`src/rtl/irq_ctrl_if.sv`:
```
// Register window bundle between the MEM stage (master) and irq_ctrl (slave).
//   read_addr   master -> slave  register read address
//   write_en    master -> slave  register write strobe
//   write_addr  master -> slave  register write address
//   write_data  master -> slave  register write data
//   data_out    slave -> master  registered read data (1-cycle latency)
interface irq_ctrl_if #(
   parameter int ADDR_WIDTH = 3
);
   logic [ADDR_WIDTH-1:0] read_addr;
   logic                  write_en;
   logic [ADDR_WIDTH-1:0] write_addr;
   logic [31:0]           write_data;
   logic [31:0]           data_out;

   modport master (output read_addr, write_en, write_addr, write_data, input data_out);
   modport slave  (input read_addr, write_en, write_addr, write_data, output data_out);
endinterface

```
`src/rtl/irq_ctrl.sv`:
```
// Interrupt source for the CP0 hardware-interrupt inputs.
// Synchronizes six asynchronous peripheral requests, latches them per line in
// level or rising-edge mode, merges a Count/Compare timer into TIMER_LINE and
// drives a registered, enable-masked 6-bit vector to CP0.
//   clk        clock
//   rst        asynchronous active-low reset
//   irq_src    raw peripheral requests (asynchronous to clk)
//   bus        register window (slave side): PENDING, ENABLE, MODE, RAW, COUNT, COMPARE
//   interrupt  registered request vector to CP0
module irq_ctrl #(
   parameter int SYNC_STAGES = 2,
   parameter int TIMER_LINE  = 5,
   parameter int TIMER_DIV   = 2,
   parameter int ADDR_WIDTH  = 3
) (
   input  logic       clk,
   input  logic       rst,
   input  logic [5:0] irq_src,
   irq_ctrl_if.slave  bus,
   output logic [5:0] interrupt
);
   localparam int PW = (TIMER_DIV > 1) ? $clog2(TIMER_DIV) : 1;
   localparam logic [PW-1:0] PRE_MAX = PW'(TIMER_DIV - 1);

   localparam logic [ADDR_WIDTH-1:0] A_PENDING = ADDR_WIDTH'(0);
   localparam logic [ADDR_WIDTH-1:0] A_ENABLE  = ADDR_WIDTH'(1);
   localparam logic [ADDR_WIDTH-1:0] A_MODE    = ADDR_WIDTH'(2);
   localparam logic [ADDR_WIDTH-1:0] A_RAW     = ADDR_WIDTH'(3);
   localparam logic [ADDR_WIDTH-1:0] A_COUNT   = ADDR_WIDTH'(4);
   localparam logic [ADDR_WIDTH-1:0] A_COMPARE = ADDR_WIDTH'(5);

   // Synchronizer chain packed as one shift register; the oldest stage is the top slice.
   logic [SYNC_STAGES*6-1:0] sync_reg;
   logic [5:0]  sync_s;
   logic [5:0]  sync_d_reg;
   logic [5:0]  pending_reg, pending_next;
   logic [5:0]  enable_reg;
   logic [5:0]  mode_reg;
   logic [5:0]  interrupt_next;
   logic [31:0] count_reg;
   logic [31:0] compare_reg;
   logic [31:0] count_inc;
   logic [PW-1:0] presc_reg;
   logic        timer_pending_reg;
   logic        tick;
   logic        wr_pending, wr_enable, wr_mode, wr_count, wr_compare;
   logic [5:0]  clr;
   logic [31:0] rd_data;

   assign sync_s = sync_reg[SYNC_STAGES*6-1 -: 6];

   assign wr_pending = bus.write_en && (bus.write_addr == A_PENDING);
   assign wr_enable  = bus.write_en && (bus.write_addr == A_ENABLE);
   assign wr_mode    = bus.write_en && (bus.write_addr == A_MODE);
   assign wr_count   = bus.write_en && (bus.write_addr == A_COUNT);
   assign wr_compare = bus.write_en && (bus.write_addr == A_COMPARE);
   assign clr        = wr_pending ? bus.write_data[5:0] : 6'd0;

   assign tick      = (presc_reg == PRE_MAX);
   assign count_inc = count_reg + 32'd1;

   genvar gi;
   generate
      for (gi = 0; gi < 6; gi++) begin : g_line
         // Edge mode: the rising-edge term is ORed after the clear, so a set wins.
         assign pending_next[gi] = mode_reg[gi]
            ? ((pending_reg[gi] & ~clr[gi]) | (sync_s[gi] & ~sync_d_reg[gi]))
            : sync_s[gi];
         if (gi == TIMER_LINE) begin : g_timer
            assign interrupt_next[gi] = enable_reg[gi] & (pending_reg[gi] | timer_pending_reg);
         end else begin : g_plain
            assign interrupt_next[gi] = enable_reg[gi] & pending_reg[gi];
         end
      end
   endgenerate

   // Read mux sees the pre-write register values, so same-cycle read-after-write returns old data.
   always_comb begin
      rd_data = 32'd0;
      case (bus.read_addr)
         A_PENDING: rd_data = {26'd0, pending_reg};
         A_ENABLE:  rd_data = {26'd0, enable_reg};
         A_MODE:    rd_data = {26'd0, mode_reg};
         A_RAW:     rd_data = {26'd0, sync_s};
         A_COUNT:   rd_data = count_reg;
         A_COMPARE: rd_data = compare_reg;
         default:   rd_data = 32'd0;
      endcase
   end

   always_ff @(posedge clk or negedge rst) begin
      if (!rst) begin
         sync_reg    <= '0;
         sync_d_reg  <= '0;
         pending_reg <= '0;
         enable_reg  <= '0;
         mode_reg    <= '0;
         interrupt   <= '0;
         bus.data_out <= '0;
      end else begin
         if (SYNC_STAGES > 1) begin
            sync_reg <= {sync_reg[SYNC_STAGES*6-7:0], irq_src};
         end else begin
            sync_reg <= irq_src;
         end
         sync_d_reg  <= sync_s;
         pending_reg <= pending_next;
         if (wr_enable) enable_reg <= bus.write_data[5:0];
         if (wr_mode)   mode_reg   <= bus.write_data[5:0];
         interrupt    <= interrupt_next;
         bus.data_out <= rd_data;
      end
   end

   // Timer: a COUNT write overrides the increment, a COMPARE write overrides a match.
   always_ff @(posedge clk or negedge rst) begin
      if (!rst) begin
         count_reg         <= '0;
         presc_reg         <= '0;
         compare_reg       <= 32'hFFFF_FFFF;
         timer_pending_reg <= 1'b0;
      end else begin
         if (wr_count) begin
            count_reg <= bus.write_data;
            presc_reg <= '0;
         end else if (tick) begin
            count_reg <= count_inc;
            presc_reg <= '0;
         end else begin
            presc_reg <= presc_reg + PW'(1);
         end

         if (wr_compare) begin
            compare_reg       <= bus.write_data;
            timer_pending_reg <= 1'b0;
         end else if (!wr_count && tick && (count_inc == compare_reg)) begin
            timer_pending_reg <= 1'b1;
         end
      end
   end
endmodule

```
`src/flat_wrapper.sv`:
```
// flat-port wrapper written by rule: the top's interface ports become plain ports
module irq_ctrl_flat 
#(
   parameter int SYNC_STAGES = 2,
   parameter int TIMER_LINE  = 5,
   parameter int TIMER_DIV   = 2,
   parameter int ADDR_WIDTH  = 3
)
  (clk, rst, irq_src, interrupt, bus_read_addr, bus_write_en, bus_write_addr, bus_write_data, bus_data_out);
  irq_ctrl_if #(.ADDR_WIDTH(ADDR_WIDTH)) bus_i ();
  input  logic clk;
  input  logic rst;
  input  logic [5:0] irq_src;
  output logic [5:0] interrupt;
  input wire logic [$bits(bus_i.read_addr)-1:0] bus_read_addr;
  input wire logic [$bits(bus_i.write_en)-1:0] bus_write_en;
  input wire logic [$bits(bus_i.write_addr)-1:0] bus_write_addr;
  input wire logic [$bits(bus_i.write_data)-1:0] bus_write_data;
  output wire logic [$bits(bus_i.data_out)-1:0] bus_data_out;
  assign bus_i.read_addr = bus_read_addr;
  assign bus_i.write_en = bus_write_en;
  assign bus_i.write_addr = bus_write_addr;
  assign bus_i.write_data = bus_write_data;
  assign bus_data_out = bus_i.data_out;
  irq_ctrl #(.SYNC_STAGES(SYNC_STAGES), .TIMER_LINE(TIMER_LINE), .TIMER_DIV(TIMER_DIV), .ADDR_WIDTH(ADDR_WIDTH)) u_core (.clk(clk), .rst(rst), .irq_src(irq_src), .bus(bus_i), .interrupt(interrupt));
endmodule
```
`config.mk`:
```
export PLATFORM = sky130hd
export DESIGN_NAME = irq_ctrl_flat
export DESIGN_NICKNAME = d
export VERILOG_FILES = /design/src/rtl/irq_ctrl_if.sv /design/src/rtl/irq_ctrl.sv /design/src/flat_wrapper.sv
export SDC_FILE = /design/constraint.sdc
export NUM_CORES = 1
export LEC_CHECK = 0
export CELL_PAD_IN_SITES_DETAIL_PLACEMENT = 1
export CELL_PAD_IN_SITES_GLOBAL_PLACEMENT = 1
export CORE_MARGIN = 8
export CORE_UTILIZATION = 48
export CTS_CLUSTER_DIAMETER = 120
export DETAILED_ROUTE_END_ITERATION = 7
export GPL_TIMING_DRIVEN = 0
export PLACE_DENSITY_LB_ADDON = 0.3
export SETUP_SLACK_MARGIN = 0.5
export SLEW_MARGIN = 20
export SYNTH_ARGS = -nofsm -noshare
export SYNTH_HDL_FRONTEND = slang
export SYNTH_SLANG_ARGS = --single-unit
```
`constraint.sdc`:
```
create_clock -name clk -period 5.1 [get_ports clk]
set_input_delay 1.53 -clock clk [delete_from_list [all_inputs] [get_ports clk]]
set_output_delay 1.53 -clock clk [all_outputs]
set_load 0.02 [all_outputs]
```
==> results.sh, run 1 <==
export IMPL_path_max_fanout=10
export IMPL_drt_first_pass_iters=4
export IMPL_post_cts_buffers=0
export IMPL_syn_avg_cell_area_sq_um=11.2
export IMPL_synth_cells=617
export IMPL_p_leak_nw=3.34
export IMPL_worst_pin_slew_ns=1.06
export IMPL_r2r_cells=9
export IMPL_fp_row_count=43
export IMPL_cts_buffers_inserted=17
export IMPL_finalClockSkew_ns=0.00919
export IMPL_drv_slew=0
export IMPL_rrSetupSlack_ns=1.77
export IMPL_final_util_pct=61.5
export IMPL_regToRegStartpoint="u_core.count_reg[0]$_DFFE_PN0N_"
export IMPL_netlist_top_cell_by_area="dfrtp_1"
export IMPL_synth_top_area_share_pct=39.2
export IMPL_async_flop_share_pct=100
export IMPL_setup_violations=0
export IMPL_hold_viol=0
export IMPL_die_area_sq_um=18400
export IMPL_vias=5287
export IMPL_maxSlewHeadroom_pct=28.5
export IMPL_portBuffers=83
export IMPL_seqPwrFrac_pct=40.9
export IMPL_min_to="u_core.sync_reg[11]$_DFF_PN0_"
export IMPL_register_area_sq_um=3540
export IMPL_switching_share_pct=33.5
export IMPL_remaining_drc_errors=0
export IMPL_grt_pass1_wl_um=32700
export IMPL_die_h_um=136
export IMPL_crit_type="input port to flop"
export IMPL_fmax_mhz=282
export IMPL_power_share_clock_pct=32.3
export IMPL_clock_sinks=140
export IMPL_wire_per_inst_um=22.4
export IMPL_yosys_warnings=0
export IMPL_finalCriticalPeriod_ns=3.55
export IMPL_path_clk_slew_ns=0.06
export IMPL_p_switching_w=0.00127
export IMPL_cts_resized=0
export IMPL_ant_nets=0
export IMPL_rsz0062_at_grt="no"
export IMPL_die_w_um=136
export IMPL_min_path_type="flop to flop"
export IMPL_viasPerCell=5.79
export IMPL_clock_path_buffers=2
export IMPL_tritoncts="done"
export IMPL_drive_gt1_share_pct=20.2
export IMPL_dp_cells=881
export IMPL_place_congestion=0.865
export IMPL_synth_commonest_cells="108 x dfrtp_1, 75 x nand2_1, 50 x mux2_2"
export IMPL_synthTopCellsByArea="dfrtp_1 39%, dfstp_2 12%, mux2_2 8.2%, xnor2_1 5.8%, nand2_1 4.1%"
export IMPL_worst_hold_slack_ns=0.352
export IMPL_antenna_cells=0
export IMPL_crit_required_ns=5.43
export IMPL_critPathLaunch="bus_read_addr[2]"
export IMPL_cts_root_buf="clkbuf_16"
export IMPL_synth_nets=665
export IMPL_grt_overflow=0
export IMPL_setup_worst_path_start_class="input port"
export IMPL_holdCritStartpoint="u_core.sync_reg[5]$_DFF_PN0_"
export IMPL_timing_final_crit_share_pct=69.5
export IMPL_nNetsFinal=768
export IMPL_maxCapViolCount=0
export IMPL_power_frac_comb_pct=26.8
export IMPL_yosysSeqAreaShare_pct=51.4
export IMPL_multi_input_comb_area_sq_um=3060
export IMPL_hold_buffers=0
export IMPL_power_density_nw_per_um2=442
export IMPL_syn2layout_area_growth_pct=24.4
export IMPL_gr_usage_all_layers_pct=23.0
export IMPL_arrival_ns=3.87
export IMPL_max_vdd_ir_drop_mv=0.266
export IMPL_antenna_found_initial=0
export IMPL_h_tree_depth=4
export IMPL_postRouteWirelength_um=20400
export IMPL_synthFlopType="dfrtp_1"
export IMPL_yosysMostFrequentCell="dfrtp_1"
export IMPL_end_kind="flop"
export IMPL_grt_max_degree=87
export IMPL_synth_edf_count=0
export IMPL_clk_latency_ns=0.44
export IMPL_p_int_w=0.00252
export IMPL_core_sq_um=13900
export IMPL_dpl_hpwl_um=14400
export IMPL_reg2reg_to="u_core.timer_pending_reg$_DFFE_PN0P_"
export IMPL_drt_iter0_drc=346
export IMPL_worstHoldPathCells=0
export IMPL_grt_pass1_vias=5918
export IMPL_ios=85
export IMPL_synth_cell_types=56
export IMPL_yosys_register_bits=140
export IMPL_synth_area_sq_um=6890
export IMPL_finalNonFillerCells=913
export IMPL_fillCellCount=1418
export IMPL_status="finished clean"
export IMPL_initial_core_util_pct=49.4
==> routing by layer <==
layer	track usage [%]	up-vias	routed length (um)
met3	4.76	30	988
met5	0	-	0
met4	8.45	0	357
li1	-	2390	-
met2	38.3	131	10300
met1	29.0	2736	8800
==> final cells by class <==
cell class                      count  share of cell area (%)
Inverter                            5                   0.219
Clock buffer                       17                    4.96
Clock inverter                     15                    1.81
Timing Repair Buffer               84                    10.1
Multi-Input combinational cell    431                    35.7
Sequential cell                   140                    41.3
Tap cell                          180                    2.63
Buffer                             41                    3.28
==> kinds of logic (layout without fill, tap and decap cells) <==
| family | after synthesis | after routing | share of synthesized area (%) |
|---|---|---|---|
| AOI/OAI and AO/OA | 94 | 94 | 9.53 |
| DFF | 140 | 140 | 51.4 |
| buffers and inverters | 46 | 162 | 4.36 |
| adders and majority gates | 1 | 1 | 0.182 |
| and+or+nand+nor | 195 | 195 | 14.3 |
| muxes | 63 | 63 | 10.2 |
| xor gates and xnor gates | 78 | 78 | 9.91 |
==> critical path: stages <==
cell and delay [ns]:
clkdlybuf4s50_1 0.67, nand2_1 0.11, nor2_2 0.60, clkbuf_1 0.67, nand2_1 0.14, o221ai_1 0.13
==> worst max-delay path by stage <==
stage / to / slack (ns) / depth (start not counted)
floorplan: u_core.bus.data_out[0]$_DFF_PN0_ / 2.29 / 6
global placement: u_core.sync_reg[3]$_DFF_PN0_ / -2.86 / 1
detailed placement: u_core.bus.data_out[30]$_DFF_PN0_ / 0.92 / 5
CTS: u_core.bus.data_out[30]$_DFF_PN0_ / 1.37 / 5
global route: u_core.count_reg[5]$_DFFE_PN0N_ / 1.46 / 7
finish: u_core.bus.data_out[5]$_DFF_PN0_ / 1.55 / 6
==> cell usage in the layout, fill, tap and decap left out, types with 7 or more instances in the layout <==
cell type,n
a22o_1,26
a32o_1,7
and2_1,8
clkbuf_1,22
clkbuf_16,17
clkbuf_8,8
clkdlybuf4s50_1,82
dfrtp_1,108
dfstp_2,32
mux2_2,50
mux2i_1,12
nand2_1,75
nand3_1,15
nand4_1,14
nor2_1,31
nor3_1,15
nor4_1,7
o21ai_0,36
xnor2_1,46
xor2_1,32
==> per-stage QoR <==
stage	setup TNS [ns]	instance area (sq um)	setup slack, ns	total power (W)
final	0	8570	1.55	0.00379
after global routing	0	8570	1.46	0.00395
after CTS	0	8560	1.37	0.00380
after detailed placement	0	7980	0.919	0.00256
after global placement	-345.10	7950	-2.86	0.00249
after floorplan	0	6890	2.29	0.00219
==> power by group through the flow <==
stage	sequential (W)	clock (W)	combinational [W]
6_report	0.00155	0.00122	0.00102
5_1_grt	0.00158	0.00128	0.00109
4_1_cts	0.00155	0.00124	0.00101
3_5_place_dp	0.00157	0	0.000998
3_3_place_gp	0.00154	0	0.000951
2_1_floorplan	0.00155	0	0.000635
(Power assumes the default switching activity.)
==> run 2: changes to the inputs <==
--- a/config.mk
+++ b/config.mk
@@ -8,7 +8,7 @@
 export CELL_PAD_IN_SITES_DETAIL_PLACEMENT = 1
 export CELL_PAD_IN_SITES_GLOBAL_PLACEMENT = 1
 export CORE_MARGIN = 8
-export CORE_UTILIZATION = 48
+export CORE_UTILIZATION = 40
 export CTS_CLUSTER_DIAMETER = 120
 export DETAILED_ROUTE_END_ITERATION = 7
 export GPL_TIMING_DRIVEN = 0
==> constraint.sdc (replaced) <==
create_clock -name clk -period 3 [get_ports clk]
set_input_delay 0.9 -clock clk [delete_from_list [all_inputs] [get_ports clk]]
set_output_delay 0.9 -clock clk [all_outputs]
set_load 0.02 [all_outputs]
==> run 2 against run 1 <==
Against the previous run:
- wire length rose by 3.7%
- combinational power rose by 90%
- register-to-register slack lost 1.5 ns
- non-clock buffer count rose by 23
- global-route usage down 2.9 points
- critical endpoint is now u_core.timer_pending_reg$_DFFE_PN0P_
- flip-flop and latch count is the same
- first-iteration DRC count is 22% lower
- sequential share of layout area fell by 2.2 points
- clock skew hardly changed
- worst setup slack got worse by 1.2 ns
- via count is 2.1% higher
- hold slack got worse by 0.0050 ns
==> results.sh, run 2 (same netlist as run 1, synthesis figures left out) <==
export IMPL_status="finished clean"
export IMPL_nNetsFinal=791
export IMPL_drt_first_pass_iters=4
export IMPL_setup_violations=0
export IMPL_path_clk_slew_ns=0.06
export IMPL_cts_buffers_inserted=17
export IMPL_final_cell_mix="102 x dfrtp_1, 82 x clkdlybuf4s50_1, 74 x nand2_1, 50 x mux2_2, 45 x xnor2_1"
export IMPL_power_density_nw_per_um2=749
export IMPL_m1WireLength_um=8920
export IMPL_h_tree_depth=4
export IMPL_arrival_ns=3.05
export IMPL_die_area_sq_um=21700
export IMPL_drt_iter0_drc=271
export IMPL_hold_buffers=0
export IMPL_worst_pin_slew_ns=0.702
export IMPL_routed_top_layer="met4"
export IMPL_timing_final_crit_share_pct=89.3
export IMPL_end_kind="flop"
export IMPL_fmax_mhz=373
export IMPL_drv_slew=0
export IMPL_ant_nets=0
export IMPL_grt_max_degree=91
export IMPL_setup_ws_ns=0.320
export IMPL_grt_pass1_vias=6011
export IMPL_dpl_hpwl_um=14200
export IMPL_dp_cells=926
export IMPL_dp_slack_ns=-0.548
export IMPL_clock_sinks=140
export IMPL_layout_cells_most_common="dfrtp_1"
export IMPL_antenna_cells=0
export IMPL_maxCapViolCount=0
export IMPL_tritoncts="done"
export IMPL_vias=5399
export IMPL_ios=85
export IMPL_wl_met2_um=10900
export IMPL_fp_row_count=48
export IMPL_grt_pass1_wl_um=34000
export IMPL_rsz0062_at_grt="yes"
export IMPL_finalClockSkew_ns=0.00938
export IMPL_grt_overflow=0
export IMPL_finalNonFillerCells=981
export IMPL_fin_area_sq_um=9080
export IMPL_met3_length_um=1050
export IMPL_syn2layout_area_growth_pct=31.8
export IMPL_path_max_fanout=3
export IMPL_postRouteWirelength_um=21200
export IMPL_max_vdd_ir_drop_mv=0.489
export IMPL_initial_core_util_pct=40.4
export IMPL_gr_usage_all_layers_pct=20.1
export IMPL_remaining_drc_errors=0
export IMPL_wire_per_inst_um=21.6
export IMPL_maxSlewHeadroom_pct=53.2
export IMPL_place_congestion=0.875
export IMPL_hold_viol=0
export IMPL_cts_root_buf="clkbuf_16"
export IMPL_total_power_w=0.00681
export IMPL_post_dp_cell_area_sq_um=8060
export IMPL_crit_required_ns=3.37
export IMPL_die_w_um=147
export IMPL_setup_worst_path_start_class="flop"
export IMPL_core_sq_um=17100
export IMPL_portBuffers=83
export IMPL_clk_latency_ns=0.43
export IMPL_viasPerCell=5.50
export IMPL_drive_gt1_share_pct=27.6
export IMPL_crit_type="flop to flop"
export IMPL_min_path_type="flop to flop"
export IMPL_worst_hold_slack_ns=0.347
export IMPL_p_leak_nw=3.59
export IMPL_finalCriticalPeriod_ns=2.68
export IMPL_die_h_um=147
export IMPL_antenna_found_initial=0
export IMPL_clock_path_buffers=2
run 2: final timing paths:
check | startpoint | depth (start not counted) | slack, ns | end
min reg2reg | u_core.sync_reg[5]$_DFF_PN0_ | 0 | 0.35 | u_core.sync_reg[11]$_DFF_PN0_
min in group asynchronous | rst | 1 | 0.36 | u_core.bus.data_out[23]$_DFF_PN0_
max reg2reg | u_core.count_reg[11]$_DFFE_PN0N_ | 9 | 0.32 | u_core.timer_pending_reg$_DFFE_PN0P_
max in group asynchronous | rst | 2 | 1.85 | u_core.compare_reg[4]$_DFFE_PN1P_
min | u_core.sync_reg[5]$_DFF_PN0_ | 0 | 0.35 | u_core.sync_reg[11]$_DFF_PN0_
max | u_core.count_reg[11]$_DFFE_PN0N_ | 9 | 0.32 | u_core.timer_pending_reg$_DFFE_PN0P_
run 2: what timing repair did:
action,CTS,global route
setup buffers,15,8
endpoints found under the setup margin,82,36
pin swaps,14,10
resized for setup,42,23
run 2: where the power goes:
group          internal [W]  total (W)  switching [W]
clock network       0.00143    0.00224       0.000814
registers           0.00231    0.00263       0.000314
logic              0.000931    0.00194        0.00101
total               0.00467    0.00681        0.00213
run 2: per-stage QoR:
step | setup TNS, ns | util, %
6_report | 0 | 53.3
3_3_place_gp | -574.61 | 47.0
4_1_cts | 0 | 52.4
3_5_place_dp | -15.80 | 47.2
5_1_grt | 0 | 53.3
2_1_floorplan | 0 | -
run 2: worst max-delay path, cell delays in order (launching register included):
cell	delay (ns)
dfrtp_1	0.35
clkbuf_8	0.13
nand4_1	0.17
or4_4	0.60
buf_6	0.16
nor3_4	0.18
xnor2_1	0.11
or4_4	0.44
nor4_4	0.27
a32o_1	0.20
run 2: layout make-up:
| class | instances | area, sq um |
|---|---|---|
| clock inverters | 11 | 166 |
| multi-input cells | 431 | 3240 |
| repair buffers | 107 | 1050 |
| inverters | 5 | 18.8 |
| plain buffers | 41 | 323 |
| clock buffers | 21 | 460 |
| fillers | 1803 | 7970 |
| flip-flops and latches | 140 | 3550 |
| well taps | 225 | 282 |
run 2: per-layer routing:
| metal | vias to the layer above | track usage, % |
|---|---|---|
| met2 | 140 | 34.1 |
| met1 | 2801 | 24.3 |
| met4 | 0 | 7.14 |
| met3 | 30 | 5.11 |
| li1 | 2428 | - |
| met5 | - | 0 |
